File: src/rtl/step_ramp_gen.sv
// Trapezoidal step/direction pulse generator: accelerates, slews and decelerates
// a STEPS-pulse move; degrades to a triangular profile on short moves.
module step_ramp_gen #(
  parameter int unsigned STEP_W    = 16,
  parameter int unsigned PER_W     = 16,
  parameter int unsigned PULSE_W   = 100,
  parameter int unsigned DIR_SETUP = 32
) (
  input  logic              CLK,
  input  logic              RST_N,
  input  logic              START,
  input  logic              DIR_IN,
  input  logic [STEP_W-1:0] STEPS,
  input  logic [PER_W-1:0]  START_PERIOD,
  input  logic [PER_W-1:0]  MIN_PERIOD,
  input  logic [PER_W-1:0]  DPER,
  input  logic              ABORT,
  output logic              STEP_OUT,
  output logic              DIR_OUT,
  output logic              BUSY,
  output logic              DONE,
  output logic              ABORTED
);

  localparam int unsigned PW = PER_W + 1;
  localparam int unsigned SW = (DIR_SETUP > 1) ? $clog2(DIR_SETUP) : 1;
  localparam logic [PW-1:0] PULSE_LEN  = PW'(PULSE_W);
  localparam logic [PW-1:0] PULSE_MIN  = PW'(PULSE_W + 1);
  localparam logic [SW-1:0] SETUP_LAST = SW'((DIR_SETUP > 0) ? DIR_SETUP - 1 : 0);

  typedef enum logic [2:0] {IDLE, SETUP, ACCEL, SLEW, DECEL} state_t;

  state_t            state_q, state_d;
  logic              dir_q, dir_d;
  logic              busy_q, busy_d;
  logic              done_q, done_d;
  logic              aborted_q, aborted_d;
  logic              step_q, step_d;
  logic              abort_seen_q, abort_seen_d;
  logic [STEP_W-1:0] steps_q, steps_d;
  logic [STEP_W-1:0] ramp_q, ramp_d;
  logic [STEP_W-1:0] done_cnt_q, done_cnt_d;
  logic [PW-1:0]     min_q, min_d;
  logic [PW-1:0]     start_q, start_d;
  logic [PW-1:0]     dper_q, dper_d;
  logic [PW-1:0]     per_q, per_d;
  logic [PW-1:0]     pc_q, pc_d;
  logic [SW-1:0]     sc_q, sc_d;

  logic [PW-1:0]     eff_min, eff_start, per_up, per_up_sat;
  logic [STEP_W-1:0] done_inc, rem;
  logic              boundary, abort_now;

  always_comb begin
    eff_min    = ({1'b0, MIN_PERIOD} > PULSE_MIN) ? {1'b0, MIN_PERIOD} : PULSE_MIN;
    eff_start  = ({1'b0, START_PERIOD} > eff_min) ? {1'b0, START_PERIOD} : eff_min;
    done_inc   = done_cnt_q + 1'b1;
    rem        = steps_q - done_inc;
    per_up     = per_q + dper_q;
    per_up_sat = (per_up > start_q) ? start_q : per_up;
    boundary   = (pc_q == per_q - PW'(1));
    abort_now  = abort_seen_q | ABORT;
  end

  always_comb begin
    state_d      = state_q;
    dir_d        = dir_q;
    busy_d       = busy_q;
    done_d       = 1'b0;
    aborted_d    = aborted_q;
    abort_seen_d = abort_seen_q;
    steps_d      = steps_q;
    ramp_d       = ramp_q;
    done_cnt_d   = done_cnt_q;
    min_d        = min_q;
    start_d      = start_q;
    dper_d       = dper_q;
    per_d        = per_q;
    pc_d         = pc_q;
    sc_d         = sc_q;

    unique case (state_q)
      IDLE: begin
        if (START) begin
          aborted_d = 1'b0;
          if (STEPS == '0) begin
            done_d = 1'b1;
          end else begin
            steps_d      = STEPS;
            min_d        = eff_min;
            start_d      = eff_start;
            dper_d       = {1'b0, DPER};
            per_d        = eff_start;
            dir_d        = DIR_IN;
            busy_d       = 1'b1;
            ramp_d       = '0;
            done_cnt_d   = '0;
            pc_d         = '0;
            sc_d         = '0;
            abort_seen_d = 1'b0;
            state_d      = (DIR_SETUP == 0) ? ACCEL : SETUP;
          end
        end
      end
      SETUP: begin
        // No pulse has been issued yet, so an abort here ends the move at once.
        if (ABORT) begin
          state_d   = IDLE;
          busy_d    = 1'b0;
          done_d    = 1'b1;
          aborted_d = 1'b1;
        end else if (sc_q == SETUP_LAST) begin
          state_d = ACCEL;
          pc_d    = '0;
        end else begin
          sc_d = sc_q + 1'b1;
        end
      end
      default: begin
        abort_seen_d = abort_now;
        if (!boundary) begin
          pc_d = pc_q + 1'b1;
        end else begin
          pc_d         = '0;
          done_cnt_d   = done_inc;
          abort_seen_d = 1'b0;
          if (rem == '0 || abort_now) begin
            state_d   = IDLE;
            busy_d    = 1'b0;
            done_d    = 1'b1;
            aborted_d = (rem != '0);
          end else if (state_q == DECEL) begin
            per_d = per_up_sat;
          end else if (rem <= ramp_q) begin
            state_d = DECEL;
            per_d   = per_up_sat;
          end else if (state_q == ACCEL) begin
            ramp_d = ramp_q + 1'b1;
            if (per_q <= min_q + dper_q) begin
              state_d = SLEW;
              per_d   = min_q;
            end else begin
              per_d = per_q - dper_q;
            end
          end
        end
      end
    endcase

    step_d = (state_d == ACCEL || state_d == SLEW || state_d == DECEL) && (pc_d < PULSE_LEN);
  end

  always_ff @(posedge CLK or negedge RST_N) begin
    if (!RST_N) begin
      state_q      <= IDLE;
      dir_q        <= 1'b0;
      busy_q       <= 1'b0;
      done_q       <= 1'b0;
      aborted_q    <= 1'b0;
      step_q       <= 1'b0;
      abort_seen_q <= 1'b0;
      steps_q      <= '0;
      ramp_q       <= '0;
      done_cnt_q   <= '0;
      min_q        <= '0;
      start_q      <= '0;
      dper_q       <= '0;
      per_q        <= '0;
      pc_q         <= '0;
      sc_q         <= '0;
    end else begin
      state_q      <= state_d;
      dir_q        <= dir_d;
      busy_q       <= busy_d;
      done_q       <= done_d;
      aborted_q    <= aborted_d;
      step_q       <= step_d;
      abort_seen_q <= abort_seen_d;
      steps_q      <= steps_d;
      ramp_q       <= ramp_d;
      done_cnt_q   <= done_cnt_d;
      min_q        <= min_d;
      start_q      <= start_d;
      dper_q       <= dper_d;
      per_q        <= per_d;
      pc_q         <= pc_d;
      sc_q         <= sc_d;
    end
  end

  assign STEP_OUT = step_q;
  assign DIR_OUT  = dir_q;
  assign BUSY     = busy_q;
  assign DONE     = done_q;
  assign ABORTED  = aborted_q;

endmodule

File: config.mk
export PLATFORM = sky130hd
export DESIGN_NAME = step_ramp_gen
export DESIGN_NICKNAME = d
export VERILOG_FILES = /design/src/rtl/step_ramp_gen.sv
export SDC_FILE = /design/constraint.sdc
export NUM_CORES = 1
export LEC_CHECK = 0
export CAP_MARGIN = 20
export CORE_ASPECT_RATIO = 0.7
export CORE_MARGIN = 2
export CORE_UTILIZATION = 25
export CTS_CLUSTER_SIZE = 12
export DETAILED_ROUTE_END_ITERATION = 8
export PLACE_DENSITY_LB_ADDON = 0.2
export SETUP_SLACK_MARGIN = 0.5
export SLEW_MARGIN = 30
export SYNTH_ARGS = -nofsm -noshare
export SYNTH_HDL_FRONTEND = slang
export SYNTH_SLANG_ARGS = --single-unit
File: constraint.sdc
create_clock -name CLK -period 13.2 [get_ports CLK]
set_input_delay 2.64 -clock CLK [delete_from_list [all_inputs] [get_ports CLK]]
set_output_delay 2.64 -clock CLK [all_outputs]
set_load 0.01 [all_outputs]
==> out/results.txt, run 1 <==
outcome: complete, no violations
core area: 49600 um^2
RSZ-0062 raised after global routing: no
I/O Pins: 74
Post-Synth Simple-Gate Area: 22.4%
DP Worst Slack: 6.63 ns
worst vdd ir: 0.144 mV
clk root buf: clkbuf_16
clk_skew: 0.0200 ns
crit start category: flip-flop
final WL: 43000 um
placed cell count: 2230
Worst EP arrival: 6.65 ns
DR vias: 11600
headroom to the max-slew limit: 36.5%
Post-CTS Repair Setup Buffers: 0
Die X: 273 um
layout cells sized above 1: 5.64%
pin count of the biggest net entering global routing: 90
crit-path cells: ha_1 -> nand3_1 -> xnor2_1 -> ha_1 -> a2111o_1 -> a21o_1 -> a41o_1 -> a21oi_1 -> or3_1 -> or3b_2 -> inv_1 -> ha_1 -> and4_1 -> a41oi_1 -> o31ai_1 -> buf_4 -> or2_2 -> nand2_1 -> nor2b_1 -> buf_4 -> a222oi_1 -> o21ai_0 -> mux2_2
DR iter-0 viols: 1077
Hold Path Class: reg -> reg
post-synthesis xor/xnor area fraction: 5.34%
Post-DP HPWL: 33900 um
Post-DP Area: 14000 um^2
Seq cells post-synth: 144
WP buf/inv: 3
power per standard cell area: 283 nW/um^2
input/output buffers: 73
Top Family by Delay on Critical Path: simple AND/OR/NAND/NOR gates
CP peak stage delay: 0.53 ns
cts hold-fix bufs: 0
Final Max Tran Viols: 0
first-pass GRT wire length: 66000 um
Cell Area, Synth: 12600 um^2
P&R area growth vs syn: 16.1%
leakage: 6.46 nW
most used cell, CP: ha_1
Seq/Total Area, Yosys: 28.5%
fmax: 0.159 GHz
worst skew pair latency: 0.46 ns
die area: 52400 um^2
final design area excluding fillers: 14700 um^2
reg2reg start: done_cnt_q[0]
Std-Cell Rows: 68
crit path setup slack, layout: 6.89 ns
TNS Setup: 0 ns
Post-synth ARST share: 100%
cts repair resizes: 0
Synth Net Count: 1747
Post-synth EDFFs: 0
period utilization: 47.8%
Final Critical Period: 6.31 ns
main combinational cell family by area after synthesis: simple AND/OR/NAND/NOR gates
Initial DRT Pass Iterations: 5
WL/cell: 19.0 um
final instance count without filler cells: 2263
Worst Setup End Kind: flip-flop
post-synthesis mux area share: 3.56%
count of cell types in the netlist: 79
number of setup violations in the final report: 0
gpl congestion: 0.839
Die Ht: 192 um
Setup crit start: done_cnt_q[0]
drt drc: 0
Synth Warn #: 0
H-tree depth: 4
clk slew on worst S/H paths: 0.07 ns
clk sink count: 144
max cap viols: 0
clock buffer count from CTS: 17
Final Net Count: 1791
Overall Power: 4.16 mW
Compound-Gate Fraction of Synth Area: 21.2%
commonest register cell after synthesis: dfrtp_1
CP Data Required Time: 13.55 ns
hold_sp: DIR_OUT
Setup CP Type: reg -> reg
initial antenna violation count: 0
antenna-violating nets left: 0
Synth Area in Adders: 13.9%
final hold violations: 0
crit path max fanout: 14
GRT overflow: 0
DR vias/cell: 5.12
Avg Inst Size Synth: 8.20 um^2
worst-margin pin slew: 0.953 ns
Gate Count Post-Synth: 1540
vias in the first global route: 10800
Total GRT Usage: 16.6%
CP max stage cell: or3b_2
Initial Utilization: 25.5%
CTS Buffer Depth: 2
TritonCTS clock tree: built
[layout make-up]
cell class / count / area, um^2
diodes: 1 / 2.50
well taps: 665 / 832
clock buffers: 18 / 439
multi-input cells: 1231 / 8400
flip-flops and latches: 144 / 3600
fillers: 5288 / 34900
repair buffers: 85 / 826
inverters: 105 / 394
clock inverters: 14 / 170
[logic make-up (layout without fill, tap and decap cells)]
| logic type | Yosys count | after routing |
|---|---|---|
| and+or+nand+nor | 568 | 568 |
| AOI/OAI and AO/OA | 405 | 405 |
| buffers and inverters | 165 | 222 |
| DFF | 144 | 144 |
| adders and majority gates | 138 | 138 |
| xor gates and xnor gates | 77 | 77 |
| muxes | 43 | 43 |
| other | 0 | 1 |
[metal layers]
layer  vias up  global-route usage, %  routed length, um
met5         -                      0                  0
met4         0                   3.13                315
met3        14                   3.29               2930
met2       316                   20.4              15300
met1      5592                   28.1              24500
li1       5660                      -                  -
[cell usage after synthesis, types with 13 or more instances]
library cell    n  area share [%]
mux2_2         15             1.3
or2_2          13            0.64
nor3_1         32             1.3
nand2_1       195             5.8
mux2i_1        28             2.2
a211oi_1       14            0.83
xor2_1         30             2.1
nand3_1        37             1.5
nor2_1        107             3.2
dfrtp_1       144              29
nor2b_1        18            0.89
ha_1          134              13
inv_1         105             3.1
nand4_1        28             1.4
o21ai_0       115             4.6
or3_1          16            0.79
nor4_1         19            0.94
a21oi_1        86             3.4
clkbuf_1       47             1.4
nor3b_1        16            0.95
xnor2_1        47             3.3
o31ai_1        23             1.4
nand2b_1       17            0.84
a21o_1         36             2.1
and3_1         19            0.94
[metrics by stage]
stage               util (%)  hold WS (ns)
floorplan                  -         0.450
global placement        28.3         0.475
detailed placement      28.3         0.473
CTS                     29.6         0.489
global route            29.6         0.520
finish                  29.6         0.485
[where the power goes]
group / total (mW) / internal, mW / switching (mW)
Combinational: 2.82 / 1.14 / 1.69
Sequential: 0.806 / 0.565 / 0.241
Clock: 0.525 / 0.291 / 0.234
[layout by cell type, fill, tap and decap left out, types with 32 or more instances in the layout]
master | synthesis | layout
a21o_1 | 36 | 36
a21oi_1 | 86 | 84
clkdlybuf4s50_1 | 0 | 72
dfrtp_1 | 144 | 144
ha_1 | 134 | 134
inv_1 | 105 | 105
nand2_1 | 195 | 194
nand3_1 | 37 | 37
nor2_1 | 107 | 106
nor3_1 | 32 | 32
o21ai_0 | 115 | 115
xnor2_1 | 47 | 47
[tightest hold or removal path, stage by stage, from the launching register on]
cell and delay [ns]:
dfrtp_1 0.35, nand2_1 0.05, nand2_1 0.05
[sequential cells by signal, summed over array words and instances, names as in the netlist]
signal        cells
DIR_OUT           1
ramp_q           16
STEP_OUT          1
sc_q              5
dper_q           16
pc_q             17
start_q          16
steps_q          16
ABORTED           1
abort_seen_q      1
done_cnt_q       16
BUSY              1
per_q            17
DONE              1
min_q            16
state_q           3
[path summary, 6_finish.rpt]
kind	end	slack, ns	cells past startpoint
worst min-delay path	DIR_OUT	0.49	2
min in group asynchronous	min_q[14]	2.08	1
worst max register to register	per_q[0]	6.89	23
worst min register to register	DIR_OUT	0.49	2
worst max-delay path	per_q[0]	6.89	23
max in group asynchronous	STEP_OUT	9.54	3
No activity file was read; power rests on OpenSTA's default activity.
==> run 2: changes to the inputs <==
clock period = 5.9 ns   (was 13.2 ns; I/O delays follow)
==> out/results.txt, run 2 (same netlist as run 1, synthesis figures left out) <==
DR vias: 11800
TritonCTS clock tree: built
number of setup violations in the final report: 0
die area: 52400 um^2
worst-margin pin slew: 0.816 ns
GRT overflow: 0
vias in the first global route: 10900
CTS Buffer Depth: 2
WL/cell: 19.1 um
Worst Setup End Kind: flip-flop
layout cells sized above 1: 11.3%
Final Critical Period: 5.22 ns
Worst EP arrival: 5.57 ns
clk slew on worst S/H paths: 0.06 ns
RSZ-0062 raised after global routing: yes
clock buffer count from CTS: 17
Hold Path Class: reg -> reg
Initial DRT Pass Iterations: 5
TNS Setup: 0 ns
power per standard cell area: 655 nW/um^2
cts hold-fix bufs: 0
clk root buf: clkbuf_16
pin count of the biggest net entering global routing: 76
Setup CP Type: reg -> reg
worst skew pair latency: 0.46 ns
largest registers: pc_q x17, per_q x17
Post-DP HPWL: 34700 um
Initial Utilization: 25.5%
crit start category: flip-flop
DR iter-0 viols: 950
commonest non-fill, non-tap cell in the layout: nand2_1
Std-Cell Rows: 68
Final Max Tran Viols: 0
P&R area growth vs syn: 21.3%
initial antenna violation count: 1
first-pass GRT wire length: 66900 um
final hold violations: 0
Die Ht: 192 um
input/output buffers: 73
I/O Pins: 74
antenna-violating nets left: 0
clk sink count: 144
core area: 49600 um^2
Final Net Count: 1833
CP Data Required Time: 6.25 ns
final WL: 43900 um
Die X: 273 um
H-tree depth: 4
max cap viols: 0
clk_skew: 0.0209 ns
drt drc: 0
period utilization: 88.4%
fmax: 0.192 GHz
worst vdd ir: 0.346 mV
Total GRT Usage: 16.9%
gpl congestion: 0.858
DR vias/cell: 5.14
outcome: complete, no violations
crit path max fanout: 7
headroom to the max-slew limit: 44.8%
Antenna diodes: 0
leakage: 6.71 nW
Overall Power: 10.0 mW
most frequent cells in the layout: 193 x nand2_1, 138 x dfrtp_1, 127 x ha_1
[run 2: cell count changes in the layout (fill, tap and decap cells not counted), moves of 4 or more]
| cell | change |
|---|---|
| nor2_2 | +5 |
| ha_4 | +4 |
| buf_4 | +42 |
| dfrtp_2 | +6 |
| a21oi_2 | +6 |
| xnor2_2 | +7 |
| nor2_1 | -8 |
| o21ai_0 | -6 |
| o21ai_1 | +5 |
| ha_1 | -7 |
| dfrtp_1 | -6 |
| a21oi_1 | -6 |
| xnor2_1 | -7 |
[run 2: stage by stage]
stage          hold slack [ns]  util, %  instance area (um^2)  cells  setup WS [ns]
2_1_floorplan            0.450        -                 12600   1540          0.574
3_3_place_gp             0.471     28.7                 14200   2255          0.213
3_5_place_dp             0.473     28.7                 14200   2255          0.213
4_1_cts                  0.497     30.2                 15000   2288          0.500
5_1_grt                  0.511     30.9                 15300   2304          0.387
6_report                 0.491     30.9                 15300   2304          0.682
[run 2: critical path, stage by stage (launching register included)]
cell,delay [ns]
dfrtp_1,0.39
buf_4,0.15
nand3_1,0.17
nor3b_2,0.28
xnor2_1,0.20
ha_1,0.36
o21ai_0,0.41
a21oi_2,0.12
a2111oi_1,0.38
nand3_1,0.19
ha_1,0.33
nand4_1,0.14
nor3_2,0.07
a21boi_2,0.17
o31ai_4,0.29
inv_2,0.08
nand3_2,0.09
a21oi_1,0.04
or3_4,0.40
or4_4,0.50
a2111oi_4,0.35
[run 2: cell type report]
class	count	area, um^2
multi-input cells	1231	8720
clock buffers	20	447
clock inverters	12	180
fillers	5266	34300
inverters	105	394
repair buffers	127	1140
flip-flops and latches	144	3610
well taps	665	832
[run 2: metal layers]
layer / vias up / part of all wire, % / global-route usage [%]
met1: 5761 / 58 / 29.1
li1: 5748 / - / -
met5: - / 0.030 / 0
met3: 22 / 5.7 / 3.20
met2: 311 / 36 / 20.2
met4: 2 / 0.78 / 3.15
[run 2: path summary, 6_finish.rpt]
check	endpoint	cells past startpoint	startpoint	slack (ns)
min	steps_q[8]	2	steps_q[8]	0.49
min reg2reg	steps_q[8]	2	steps_q[8]	0.49
min in group asynchronous	min_q[14]	1	RST_N	0.77
max in group asynchronous	pc_q[16]	2	RST_N	4.03
max	STEP_OUT	20	done_cnt_q[0]	0.68
max reg2reg	STEP_OUT	20	done_cnt_q[0]	0.68
[run 2: timing repair]
item,CTS,global route
pin swaps,4,31
endpoints found under the setup margin,13,22
buffers inserted,1,16
resized for setup,21,55
[run 2: power breakdown]
group          internal [mW]  switching (mW)  total [mW]
Combinational           3.00            4.11        7.11
Sequential              1.27           0.449        1.72
Clock                  0.722           0.479        1.20
Total                   4.99            5.04        10.0
